**src/rtl/pcie_phy_pkg.sv**
```systemverilog
// Shared PHY-side definitions: lane-mode encodings, active-lane clamping
// and the lane slicing helper used by the striping datapaths.
package pcie_phy_pkg;

  localparam logic [7:0] PAD_SYM_DEFAULT = 8'hF7;

  typedef enum logic [1:0] {
    MODE_X1 = 2'd0,
    MODE_X2 = 2'd1,
    MODE_X4 = 2'd2,
    MODE_X8 = 2'd3
  } mode_e;

  // count: lanes actually used; err: requested width exceeded the physical lanes
  typedef struct packed {
    logic [3:0] count;
    logic       err;
  } lane_cfg_t;

  // Clamp the requested width 2^mode to the number of physical lanes.
  function automatic lane_cfg_t active_lanes(input mode_e mode, input int lanes);
    lane_cfg_t cfg;
    int        req;
    req = 1 << mode;
    if (req > lanes) begin
      cfg.count = 4'(lanes);
      cfg.err   = 1'b1;
    end else begin
      cfg.count = 4'(req);
      cfg.err   = 1'b0;
    end
    return cfg;
  endfunction

  // LSB of lane k in a flat bus of w-bit lanes.
  function automatic int lane_lsb(input int k, input int w);
    return k * w;
  endfunction

endpackage

```
**src/rtl/stripe_out_reg.sv**
```systemverilog
// Output holding register for a lane group with valid/ready semantics.
// Data and lane enables stay frozen while valid is high and not consumed;
// a new group may be loaded in the same cycle the current one leaves.
module stripe_out_reg #(
  parameter int LANES  = 4,
  parameter int DATA_W = 8
) (
  input  logic                    clk,
  input  logic                    rst_n,
  input  logic                    load_valid,
  input  logic [LANES*DATA_W-1:0] load_data,
  input  logic [LANES-1:0]        load_en,
  output logic                    load_ready,
  output logic                    out_valid,
  input  logic                    out_ready,
  output logic [LANES*DATA_W-1:0] out_data,
  output logic [LANES-1:0]        out_lane_en
);

  logic                    valid_q, valid_d;
  logic [LANES*DATA_W-1:0] data_q, data_d;
  logic [LANES-1:0]        en_q, en_d;

  // Register can take a group when empty or when its content leaves now.
  assign load_ready = !valid_q || out_ready;

  // Next-state: load has priority, otherwise drop valid on consumption.
  always_comb begin
    valid_d = valid_q;
    data_d  = data_q;
    en_d    = en_q;
    if (load_valid && load_ready) begin
      valid_d = 1'b1;
      data_d  = load_data;
      en_d    = load_en;
    end else if (valid_q && out_ready) begin
      valid_d = 1'b0;
    end
  end

  // State registers with synchronous active-low reset.
  always_ff @(posedge clk) begin
    if (!rst_n) begin
      valid_q <= 1'b0;
      data_q  <= '0;
      en_q    <= '0;
    end else begin
      valid_q <= valid_d;
      data_q  <= data_d;
      en_q    <= en_d;
    end
  end

  assign out_valid   = valid_q;
  assign out_data    = data_q;
  assign out_lane_en = en_q;

endmodule

```
**src/rtl/byte_striping_tx_nlane.sv**
```systemverilog
// Byte-striping transmitter: spreads a byte stream round-robin over the
// active lanes, pads a short final group, and hands complete groups to a
// valid/ready output register. A completed group waits one cycle in the
// assembly register before moving out, so out_valid follows the completing
// byte by one edge.
module byte_striping_tx_nlane
  import pcie_phy_pkg::*;
#(
  parameter int                LANES   = 4,
  parameter int                DATA_W  = 8,
  parameter logic [DATA_W-1:0] PAD_SYM = DATA_W'(PAD_SYM_DEFAULT)
) (
  input  logic                    CLK,
  input  logic                    RESET,
  input  logic [1:0]              MODE,
  input  logic                    in_valid,
  input  logic [DATA_W-1:0]       in_data,
  input  logic                    in_last,
  output logic                    in_ready,
  output logic                    out_valid,
  input  logic                    out_ready,
  output logic [LANES*DATA_W-1:0] out_data,
  output logic [LANES-1:0]        out_lane_en,
  output logic                    mode_err
);

  logic                         rst_done_q, rst_done_d;
  mode_e                        mode_q, mode_d;
  logic                         mode_err_q, mode_err_d;
  logic [3:0]                   idx_q, idx_d;
  logic [LANES-1:0][DATA_W-1:0] asm_q, asm_d;
  logic [LANES-1:0]             en_q, en_d;
  logic                         pend_q, pend_d;

  lane_cfg_t               cur_cfg;
  logic [3:0]              a_last;
  logic [LANES-1:0]        en_mask;
  logic [LANES*DATA_W-1:0] asm_flat;
  logic                    accept;
  logic                    complete;
  logic                    load_ready;
  logic                    xfer;

  assign cur_cfg = active_lanes(mode_q, LANES);
  assign a_last  = cur_cfg.count - 4'd1;

  // Per-lane active mask and flattening of the assembly register.
  genvar gi;
  for (gi = 0; gi < LANES; gi++) begin : g_lane
    assign en_mask[gi] = (4'(gi) < cur_cfg.count);
    assign asm_flat[lane_lsb(gi, DATA_W) +: DATA_W] = asm_q[gi];
  end

  // Input stalls only when a finished group is stuck behind a full output.
  assign in_ready = rst_done_q && !(pend_q && !load_ready);
  assign accept   = in_valid && in_ready;
  assign complete = accept && ((idx_q == a_last) || in_last);
  assign xfer     = pend_q && load_ready;

  // Assembly: write the byte to its slot, pad the tail on in_last, and
  // clear stale lanes when a new group starts (keeps unused lanes at 0).
  always_comb begin
    asm_d = asm_q;
    if (accept) begin
      for (int k = 0; k < LANES; k++) begin
        if (4'(k) == idx_q) begin
          asm_d[k] = in_data;
        end else if (in_last && (4'(k) > idx_q) && en_mask[k]) begin
          asm_d[k] = PAD_SYM;
        end else if (idx_q == 4'd0) begin
          asm_d[k] = '0;
        end
      end
    end
  end

  // Slot index, pending flag, lane-enable capture and mode latch.
  always_comb begin
    rst_done_d = 1'b1;
    idx_d      = idx_q;
    pend_d     = pend_q;
    en_d       = en_q;
    mode_d     = mode_q;
    mode_err_d = mode_err_q | cur_cfg.err;

    if (complete) begin
      idx_d = 4'd0;
    end else if (accept) begin
      idx_d = idx_q + 4'd1;
    end

    if (complete) begin
      pend_d = 1'b1;
      en_d   = en_mask;
    end else if (xfer) begin
      pend_d = 1'b0;
    end

    // Width only changes on a group boundary with no byte arriving.
    if ((idx_q == 4'd0) && !accept) begin
      mode_d = mode_e'(MODE);
    end
  end

  // State registers with synchronous active-low reset.
  always_ff @(posedge CLK) begin
    if (!RESET) begin
      rst_done_q <= 1'b0;
      mode_q     <= MODE_X1;
      mode_err_q <= 1'b0;
      idx_q      <= 4'd0;
      asm_q      <= '0;
      en_q       <= '0;
      pend_q     <= 1'b0;
    end else begin
      rst_done_q <= rst_done_d;
      mode_q     <= mode_d;
      mode_err_q <= mode_err_d;
      idx_q      <= idx_d;
      asm_q      <= asm_d;
      en_q       <= en_d;
      pend_q     <= pend_d;
    end
  end

  assign mode_err = mode_err_q;

  stripe_out_reg #(
    .LANES  (LANES),
    .DATA_W (DATA_W)
  ) u_out_reg (
    .clk         (CLK),
    .rst_n       (RESET),
    .load_valid  (pend_q),
    .load_data   (asm_flat),
    .load_en     (en_q),
    .load_ready  (load_ready),
    .out_valid   (out_valid),
    .out_ready   (out_ready),
    .out_data    (out_data),
    .out_lane_en (out_lane_en)
  );

endmodule

```
**config.mk**
```make
export PLATFORM = sky130hd
export DESIGN_NAME = byte_striping_tx_nlane
export DESIGN_NICKNAME = d
export VERILOG_FILES = /design/src/rtl/pcie_phy_pkg.sv /design/src/rtl/stripe_out_reg.sv /design/src/rtl/byte_striping_tx_nlane.sv
export SDC_FILE = /design/constraint.sdc
export NUM_CORES = 1
export LEC_CHECK = 0
export CORE_MARGIN = 2
export CORE_UTILIZATION = 62
export DETAILED_ROUTE_END_ITERATION = 7
export DONT_BUFFER_PORTS = 1
export PLACE_DENSITY = 0.76
export SLEW_MARGIN = 20
export SYNTH_ARGS = -nofsm -noshare
export SYNTH_HDL_FRONTEND = slang
export SYNTH_SLANG_ARGS = --single-unit
```
**constraint.sdc**
```tcl
create_clock -name CLK -period 2.4 [get_ports CLK]
set_input_delay 0.48 -clock CLK [delete_from_list [all_inputs] [get_ports CLK]]
set_output_delay 0.48 -clock CLK [all_outputs]
set_load 0.02 [all_outputs]
```
==> impl_metrics.yaml <==
synthesis:
  synth_cells: 390
  synth-warning-count: 0
  yosysTopAreaCellShare: 0.4840
  ys_async_sr_fraction: 0
  synth_edf_count: 0
  ys_seq_area_frac: 0.4840
  synth_nets: 411
  synth_most_common_cell: "dfxtp_1"
  synth_area_um2: 3392
  ys_ff_latch: 82
  ys_top_cells_by_count: "dfxtp_1, nand2_1, a21oi_1"
  synth_area_per_cell_um2: 8.697
  synthTopCellsByArea: "dfxtp_1, nand2_1, a21oi_1"
  synth_top_area_cell: "dfxtp_1"
  synth_ff_type: "dfxtp_1"
  yosysUniqueCellTypes: 53
hold_path:
  min_from: "RESET"
  hp-class: "input pin to flip-flop"
  holdPathEnd: "rst_done_q"
  worstHoldPathCells: 0
power_and_ir_drop:
  vdd_drop_max_mv: 0.4490
  pwr_density_cell_nw_per_um2: 738.1
  power.leakage_nw: 1.368
  seqPwrFrac: 0.540
  pwr-share-comb: 0.081
  p_sw_mw: 0.7041
  clkPwrFrac: 0.379
  switching_share: 0.2619
  p_int_mw: 1.984
grt:
  grt_usage: 0.2467
  antenna_found_initial: 0
  grt_pass1_wl_um: 11660
  grt.overflow.total: 0
  grt_max_degree: 31
  grt_pass1_vias: 2461
sta:
  fmax_ghz: 0.4591
  clock_skew_ns: 0.01012
  period_share: 0.9077
  post-route-min-period_ns: 2.178
  slew_headroom: 0.6283
  drv_slew: 0
  finalSetupViolCount: 0
  setup_tns_ns: 0
  finalHoldViolations: 0
  rsz0062_at_grt: "false"
  tightest_slew_ns: 0.5570
detailed_routing:
  wl_um: 7151
  via_per_inst: 5.858
  first_iter_violations: 175
  vias: 2677
  route.detailed.drc: 0
  first_pass_iters: 5
  wl_per_cell_um: 15.65
  antenna_left: 0
setup_path:
  crit_required_ns: 2.63
  cp_top_family: "compound AO/OA/AOI/OAI gates"
  reg2reg_depth: 7
  crit_path_end_kind: "flip-flop"
  crit_arrival_ns: 2.41
  worst-path-buf-inv: 1
  cp_max_fo: 9
  cp_slowest_stage_delay_ns: 0.45
  path_cells: "or2_1 > inv_1 > ha_1 > xor2_1 > o2111ai_2 > a2111oi_2 > a211oi_1"
  r2r_setup_slack_ns: 0.22
  reg2reg_to: "en_q[0]"
  crit_path_start_kind: "flip-flop"
  timing.rr.start: "mode_q[1]"
  critical_path_class: "flip-flop to flip-flop"
  critical-path-slowest-cell: "dfxtp_1"
job:
  maxCapViolCount: 0
finish:
  syn_to_final_growth_pct: 7.377
  final_util: 0.6998
  diodes: 0
  multi_input_area_um2: 1603
  nFillCells: 428
  final_area_um2: 3642
  layout.nets: 403
  regArea_um2: 1642
  drive_above_1_share: 0.1292
status:
  outcome: "finished, final reports clean"
clocking:
  htreeDepth: 3
  root_buffer: "clkbuf_8"
  ctsHoldBuffers: 0
  cts_made_buffers: 9
  cts_tree: "done"
  clk_pin_slew_ns: 0.09
  cts_sinks: 82
  cts_resized: 0
  cts.path.max_buffers: 2
  clk_latency_ns: 0.37
  post_cts_buffers: 0
die:
  die_h_um: 77.97
  start_util: 0.6517
  die_w_um: 77.97
  core_um2: 5205
  rows: 26
  die_area_um2: 6079
  pin_count: 54
placed_design:
  gp_congestion: 0.8776
  dpl-instance-area_um2: 3436
  portBuffers: 0
  dp_hpwl_um: 5040
-- power by group through the flow --
stage	Clock (mW)	Combinational, mW	Sequential [mW]
after floorplan	0	0.181	1.47
after global placement	0	0.208	1.48
final	1.02	0.218	1.45
after global routing	1.08	0.243	1.46
after detailed placement	0	0.214	1.48
after CTS	1.03	0.215	1.45
-- per-layer routing --
metal  vias up  track usage  share of wire
met4         0       0.1105          0.019
li1       1341            -              -
met3        14      0.05814          0.056
met2        75       0.4009           0.48
met1      1247       0.3119           0.45
met5         -            0              0
-- sequential cells by signal, indices dropped and copies added, names as in the netlist --
register               flops
u_out_reg.out_valid        1
asm_flat                  32
u_out_reg.out_lane_en      4
mode_err                   1
rst_done_q                 1
u_out_reg.out_data        32
idx_q                      4
en_q                       4
mode_q                     2
pend_q                     1
-- cell usage in the layout (no fill, tap or decap), types with 2 or more instances in the layout --
master,instances
or2_2,2
dfxtp_1,82
buf_4,6
mux2i_1,10
nand4_1,5
a211oi_1,6
o211ai_1,2
inv_6,2
nor2_1,26
o21ai_0,11
ha_1,6
and2_1,11
a21oi_1,51
clkbuf_8,9
inv_1,11
clkinvlp_4,2
nand3_1,3
nand2_1,80
a21boi_0,2
nor3_1,4
o221a_2,14
and3_1,7
a31oi_1,2
-- per-stage QoR --
| stage | hold WS, ns | worst slack (ns) | total power [mW] | cells |
|---|---|---|---|---|
| after global placement | 0.4397 | 0.2866 | 1.690 | 441 |
| after floorplan | 0.4284 | 0.4299 | 1.653 | 390 |
| after CTS | 0.1327 | 0.1767 | 2.696 | 457 |
| final | 0.1400 | 0.2216 | 2.688 | 457 |
| after global routing | 0.1328 | 0.01004 | 2.784 | 457 |
| after detailed placement | 0.4434 | 0.2051 | 1.697 | 441 |
-- how the worst max path moves through the flow --
stage,from,end,slack (ns),cells after the start
2_1_floorplan,mode_q[0],en_q[0],0.43,8
5_1_grt,mode_q[1],en_q[0],0.01,7
4_1_cts,mode_q[1],en_q[0],0.18,7
3_3_place_gp,mode_q[1],en_q[0],0.29,7
6_report,mode_q[1],en_q[0],0.22,7
3_5_place_dp,mode_q[1],en_q[0],0.21,7
-- cell families after synthesis --
group                    after synthesis  synth area share
AND/OR/NAND/NOR                      152            0.2132
AO/OA/AOI/OAI                        100            0.1966
flip-flops                            82            0.4840
buffers and inverters                 38           0.04537
multiplexers                          10           0.02951
adder cells (fa/ha/maj)                6           0.02213
XOR/XNOR                               2          0.009222
-- area by class of cell --
cell class	instances	share of cell area
Inverter	12	0.01237
Multi-Input combinational cell	270	0.4401
Timing Repair Buffer	7	0.01786
Tap cell	70	0.02405
Sequential cell	82	0.4507
Clock inverter	7	0.02096
Clock buffer	9	0.03401
(Power assumes the default switching activity.)
